<file path="src/rtl/list_packer_pkg.sv">
// rtl/list_packer_pkg.sv - shared element type, default list length and packer state enumeration
package list_packer_pkg;

  localparam int INTEGER_WIDTH     = 8;
  localparam int MAX_EMBEDDING_DIM = 4;

  typedef logic signed [2*INTEGER_WIDTH-1:0] elem_t;

  typedef enum logic {
    FILL = 1'b0,
    FULL = 1'b1
  } state_t;

endpackage

</file>
<file path="src/rtl/list_packer.sv">
// rtl/list_packer.sv - packs a stream of signed elements into fixed-length lists
// Optional short-list zero padding on last_in is enabled by defining LIST_PACKER_ZERO_PAD_EN.
module list_packer
  import list_packer_pkg::*;
#(
  parameter  int LIST_LEN = MAX_EMBEDDING_DIM,
  parameter  int W        = 2*INTEGER_WIDTH,
  localparam int CW       = $clog2(LIST_LEN+1)
) (
  input  logic                clk,
  input  logic                rst,
  input  logic                vld_in,
  output logic                rdy_out,
  input  logic signed [W-1:0] elem_in,
  input  logic                last_in,
  output logic                vld_out,
  input  logic                rdy_in,
  output logic signed [W-1:0] list_out [0:LIST_LEN-1],
  output logic [CW-1:0]       count_out
);

  state_t              state_q;
  logic [CW-1:0]       idx_q;
  logic [CW-1:0]       count_q;
  logic                vld_q;
  logic signed [W-1:0] list_q [0:LIST_LEN-1];
  logic                pad;
  logic                last_elem;

`ifdef LIST_PACKER_ZERO_PAD_EN
  assign pad = last_in;
`else
  logic unused_last_in;
  assign unused_last_in = last_in;
  assign pad            = 1'b0;
`endif

  assign last_elem = (idx_q == CW'(LIST_LEN-1)) || pad;

  // While FULL the slot frees up in the same cycle the list leaves, so no bubble.
  assign rdy_out   = (state_q == FILL) || rdy_in;
  assign vld_out   = vld_q;
  assign count_out = count_q;
  assign list_out  = list_q;

  always_ff @(posedge clk or posedge rst) begin
    if (rst) begin
      state_q <= FILL;
      idx_q   <= '0;
      count_q <= '0;
      vld_q   <= 1'b0;
      for (int i = 0; i < LIST_LEN; i++) begin
        list_q[i] <= '0;
      end
    end else begin
      case (state_q)
        FILL: begin
          if (vld_in) begin
            for (int i = 0; i < LIST_LEN; i++) begin
              if (CW'(i) == idx_q) begin
                list_q[i] <= elem_in;
              end else if (pad && (CW'(i) > idx_q)) begin
                list_q[i] <= '0;
              end
            end
            if (last_elem) begin
              state_q <= FULL;
              vld_q   <= 1'b1;
              idx_q   <= '0;
              count_q <= CW'(LIST_LEN);
            end else begin
              idx_q   <= idx_q + CW'(1);
              count_q <= idx_q + CW'(1);
            end
          end
        end
        FULL: begin
          if (rdy_in) begin
            state_q <= FILL;
            vld_q   <= 1'b0;
            if (vld_in) begin
              list_q[0] <= elem_in;
              idx_q     <= CW'(1);
              count_q   <= CW'(1);
            end else begin
              idx_q     <= '0;
              count_q   <= '0;
            end
          end
        end
        default: begin
          state_q <= FILL;
          vld_q   <= 1'b0;
          idx_q   <= '0;
          count_q <= '0;
        end
      endcase
    end
  end

endmodule

</file>
<file path="config.mk">
export PLATFORM = sky130hd
export DESIGN_NAME = list_packer
export DESIGN_NICKNAME = d
export VERILOG_FILES = /design/src/rtl/list_packer_pkg.sv /design/src/rtl/list_packer.sv
export SDC_FILE = /design/constraint.sdc
export NUM_CORES = 1
export LEC_CHECK = 0
export CORE_AREA = 2 2 83 85
export DETAILED_ROUTE_END_ITERATION = 10
export DIE_AREA = 0 0 85 87
export PLACE_DENSITY = 0.85
export SYNTH_ARGS = -nofsm -noshare
export SYNTH_HDL_FRONTEND = slang
export SYNTH_SLANG_ARGS = --single-unit
</file>
<file path="constraint.sdc">
create_clock -name clk -period 2.55 [get_ports clk]
set_input_delay 0.51 -clock clk [delete_from_list [all_inputs] [get_ports clk]]
set_output_delay 0.51 -clock clk [all_outputs]
set_load 0.02 [all_outputs]
</file>
==> Yosys cells after proc, flatten, opt, wreduce, memory -nomap -nowiden <==
Cells that the tools add are included.
{ "totals": {"elab_cells": 51, "register_bits": 72, "inputBits": 21} }
{ "op_classes": {"n_mux": 24, "addsub": 1, "n_bitwise": 1, "eq_ne": 9, "reduce_logical": 8} }
{ "ops": {"columns": ["op", "n"], "rows": [
  ["two-way mux 16 bit", 6],
  ["two-way mux 64 bit", 1],
  ["case mux 16 bit (2 select lines)", 1],
  ["two-way mux 3 bit", 5],
  ["case mux 3 bit (2 select lines)", 2],
  ["AND reduction 3 bit", 4],
  ["inequality test 2 bit (second input constant)", 4],
  ["two-way mux 1 bit", 7],
  ["== test 2 x 3 -> 1 bit (first input constant)", 2],
  ["case mux 1 bit (2 select lines)", 2],
  ["AND reduction 4 bit", 1],
  ["adder 3 x 1 -> 3 bit (second input constant)", 1],
  ["== test 1 x 3 -> 1 bit (first input constant)", 1],
  ["== test 3 x 2 -> 1 bit (second input constant)", 1],
  ["zero test 3 bit", 1],
  ["inequality test 2 x 1 -> 1 bit (second input constant)", 1],
  ["AND reduction 2 bit", 1],
  ["logical OR 1 bit", 1],
  ["NOT 1 bit", 1]
]} }

==> Longest topological paths before layout <==
{ "depth": {"ltp_word": 4, "depth_mapped": 6, "depth_no_buf": 5} }

==> Least setup slack after synthesis <==
OpenSTA, ideal clock, no wires.
{ "synth_path": {"path_kind": "input-to-reg", "startpoint": "input port vld_in", "endpoint": "register list_q (netlist bit list_out[48])", "t_required_ns": 2.425, "path_stages": 5, "setup_slack_ns": 0.884, "t_arrival_ns": 1.542, "setup_ns": 0.125, "path_buffers": 2, "path_cell_list": "buf_6 -> and3_2 -> a31oi_4 -> buf_6 -> mux2_2"} }
{ "synth_via": {"elab_chain_len": 2, "elab_cells_between_ends": 3, "classes_between": "eq/ne (2); reduce/logical (1)"} }
{ "synth_rtl": {"columns": ["element", "line", "text"], "rows": [
  ["start: declaration", "list_packer.sv:12", "input logic vld_in,"],
  ["inequality test 2 bit (no source line)", null, null],
  ["AND reduction 4 bit (no source line) *", null, null],
  ["end signal: indexed assignment", "list_packer.sv:61", "list_q[i] <= elem_in;"],
  ["end: declaration", "list_packer.sv:26", "logic signed [W-1:0] list_q [0:LIST_LEN-1];"]
]} }
Every way passes the cells marked *; elsewhere a longest branch is shown, timed or not.
A chain may end at the register's enable or synchronous reset.

==> Final worst setup path <==
{ "layout_path": {"startpoint": "input port rdy_in", "endpoint": "output port rdy_out"} }
{ "layout_via": {"elab_chain_len": 1} }
{ "layout_rtl": {"columns": ["element", "line", "text"], "rows": [
  ["start: declaration", "list_packer.sv:17", "input logic rdy_in,"],
  ["logical OR 1 bit", "list_packer.sv:41", "assign rdy_out = (state_q == FILL) || rdy_in;"],
  ["end: declaration", "list_packer.sv:13", "output logic rdy_out,"]
]} }
No other way between the ends.

==> metrics.yaml <==
outcome:
  status: "finished clean"
sta:
  finalHoldViolCount: 0
  clock_skew_ps: 5.06
  worst_pin_slew_ps: 515
  min_period_over_period: 0.891
  maxSlewViolCount: 0
  setup-tns-final_ps: 0
  setup_viol_count_final: 0
  fmax_mhz: 440
  period_needed_ps: 2270
  relSlewSlack: 0.656
  rsz0062_at_grt: "false"
die:
  dieArea_mm2: 0.00740
  start_util: 0.446
  die_h_um: 87
  core-area_mm2: 0.00657
  ioPinCount: 90
  num_rows: 30
  die_w_um: 85
clock_network:
  cts_setup_buffers: 0
  clk_pin_slew_ps: 70
  ctsHoldBuffers: 0
  cts_resized: 0
  cts_buffers: 9
  clockBufferDepth: 2
  cts_tree: "done"
  cts_root_buf: "clkbuf_8"
  htree_levels: 3
  insertion_delay_ps: 330
  clock-sinks: 70
critical_path:
  crit_required_ps: 2040
  cp-end-kind: "primary output"
  critPathLaunchType: "primary input"
  ff2ff_path_depth: 4
  cp.depth: 3
  critPathLaunch: "rdy_in"
  worstPathArrival_ps: 1760
  critical_path.max_fanout: 3
  cpMostUsedCell: "clkdlybuf4s50_1"
  reg2reg_slack_ps: 710
  crit_end: "rdy_out"
  path_class: "primary input to primary output"
  path_cells: "clkdlybuf4s50_1 > nand2b_1 > clkdlybuf4s50_1"
  critPathTopFamily: "buffers and inverters"
  crit_buf_inv: 2
  slowest_stage: "clkdlybuf4s50_1"
  r2r_end: "list_out[7]$_DFFE_PP0P_"
  slowest_delay_ps: 610
  rr_startpoint: "idx_q[0]$_DFFE_PP0P_"
min_path:
  min_delay_path_depth: 2
  hold_class: "flop to flop"
finish:
  multi_input_area_mm2: 0.00103
  postLayoutCoreUtil: 0.624
  area_growth_pct: 40.1
  antenna_cells: 0
  nNetsFinal: 303
  final.fill_count: 478
  drive_gt1_frac: 0.335
  final-seq-area_mm2: 0.00175
route:
  wire_per_inst_um: 16.5
  drc: 0
  vias_per_cell: 4.96
  drt_first_pass_iters: 4
  wl_um: 5940
  antenna_left: 0
  drt_iter0_drc: 38
  num_vias: 1789
grt:
  antenna_found_initial: 0
  met3_usage: 0.0436
  grt_overflow: 0
  use_met2: 0.276
  grt_max_degree: 71
  grt_pass1_wl_um: 9690
  met1_usage: 0.220
  grt.total_usage: 0.169
  top_usage_layer: "met2"
  grt_pass1_vias: 1866
power_and_ir_drop:
  power_mw: 6.04
  power.density_mw_per_mm2: 1470
  p_sw_frac: 0.342
  p_sw_mw: 2.06
  sequentialPowerShare: 0.332
  clkPwrFrac: 0.173
  irDropWorstVdd_mv: 0.792
  leakagePower_nw: 1.80
  combPwrFrac: 0.494
  p_int_mw: 3.98
placement:
  dp_hpwl_um: 4160
  portBuffers: 88
  gp_congestion: 0.711
synthesis:
  syn_avg_cell_area_um2: 16.4
  synth_fp_nets: 205
  synthTopCellsByArea: "dfrtp_1, mux2_2, mux2_4"
  synth_seq_cells: 70
  seq_area_frac_synth: 0.599
  synth_warnings: 0
  synth_top_area_cell: "dfrtp_1"
  synth_top_area_frac: 0.599
  netlist_area_mm2: 0.00293
  synthDistinctLibCells: 23
  synthCells: 178
flow_run:
  cap_violations: 0
==> final cells by class <==
type / count / area share
clock inverters: 7 / 0.0275
flip-flops and latches: 70 / 0.427
multi-input cells: 92 / 0.251
repair buffers: 97 / 0.234
clock buffers: 9 / 0.0302
inverters: 6 / 0.00549
well taps: 80 / 0.0244
==> metrics by stage <==
stage          area (um^2)  worst slack [ps]  hold WS (ps)  std cells
2_1_floorplan         2930               272           541        178
3_3_place_gp          3860               261           464        345
3_5_place_dp          3860               289           473        345
4_1_cts               4100               269           490        361
5_1_grt               4100               222           520        361
6_report              4100               279           479        361
==> power groups by stage <==
| stage | Sequential (mW) | Clock (mW) | Combinational [mW] |
|---|---|---|---|
| 2_1_floorplan | 2.62 | 0 | 1.09 |
| 5_1_grt | 2.07 | 1.12 | 3.16 |
| 6_report | 2.01 | 1.05 | 2.99 |
| 3_5_place_dp | 2.03 | 0 | 3.02 |
| 3_3_place_gp | 1.99 | 0 | 2.96 |
| 4_1_cts | 2.01 | 1.07 | 3.03 |
==> state kept, by name (all words and copies together) (netlist names) <==
register   count
count_out      1
idx_q          3
list_out      64
state_q        1
vld_out        1
==> synth_stat cells <==
| cell type | instances |
|---|---|
| buf_12 | 2 |
| buf_4 | 2 |
| and3_1 | 2 |
| a22o_2 | 1 |
| a31oi_4 | 1 |
| nand2_1 | 4 |
| and3_2 | 1 |
| ha_1 | 6 |
| dfrtp_1 | 70 |
| buf_6 | 6 |
| mux2_4 | 20 |
| o21ai_0 | 1 |
| nor2_1 | 1 |
| a21oi_1 | 2 |
| mux2i_1 | 1 |
| mux2_1 | 2 |
| nand2_2 | 1 |
| a211oi_1 | 1 |
| mux2_2 | 43 |
| inv_1 | 6 |
| o22ai_1 | 2 |
| nor2b_4 | 1 |
| nand2b_1 | 2 |
==> per-layer routing <==
metal | up-vias | part of all wire
met3 | 4 | 0.054
met5 | - | 0
met2 | 56 | 0.50
li1 | 817 | -
met4 | 0 | 0.0076
met1 | 912 | 0.44
==> tightest hold or removal path: stages, from the launching register on <==
cell and delay [ps]:
dfrtp_1 350, nand2_1 50, nand2_1 50
==> worst min-delay path by stage <==
stage / startpoint / end
after detailed placement: vld_out$_DFFE_PP0P_ / vld_out$_DFFE_PP0P_
after CTS: vld_out$_DFFE_PP0P_ / vld_out$_DFFE_PP0P_
after global routing: vld_out$_DFFE_PP0P_ / vld_out$_DFFE_PP0P_
after global placement: vld_out$_DFFE_PP0P_ / vld_out$_DFFE_PP0P_
after floorplan: idx_q[0]$_DFFE_PP0P_ / idx_q[0]$_DFFE_PP0P_
final: vld_out$_DFFE_PP0P_ / vld_out$_DFFE_PP0P_
==> cells by family after synthesis <==
group / Yosys count / synth area share
AO/OA/AOI/OAI: 8 / 0.0227
AND/OR/NAND/NOR: 12 / 0.0244
buffers and inverters: 16 / 0.0496
multiplexers: 66 / 0.279
flip-flops: 70 / 0.599
adder cells (fa/ha/maj): 6 / 0.0257
==> placed cells by master, fill, tap and decap left out, types with 2 or more instances in the layout <==
| cell | count |
|---|---|
| buf_4 | 8 |
| dfrtp_1 | 70 |
| nand2_1 | 4 |
| nand2b_1 | 2 |
| clkinv_2 | 3 |
| mux2_4 | 20 |
| and3_1 | 2 |
| bufinv_16 | 3 |
| ha_1 | 6 |
| inv_1 | 5 |
| o22ai_1 | 2 |
| clkdlybuf4s50_1 | 88 |
| mux2_2 | 43 |
| clkbuf_8 | 9 |
| mux2_1 | 2 |
| a21oi_1 | 2 |
Power figures use the tool's default switching activity.
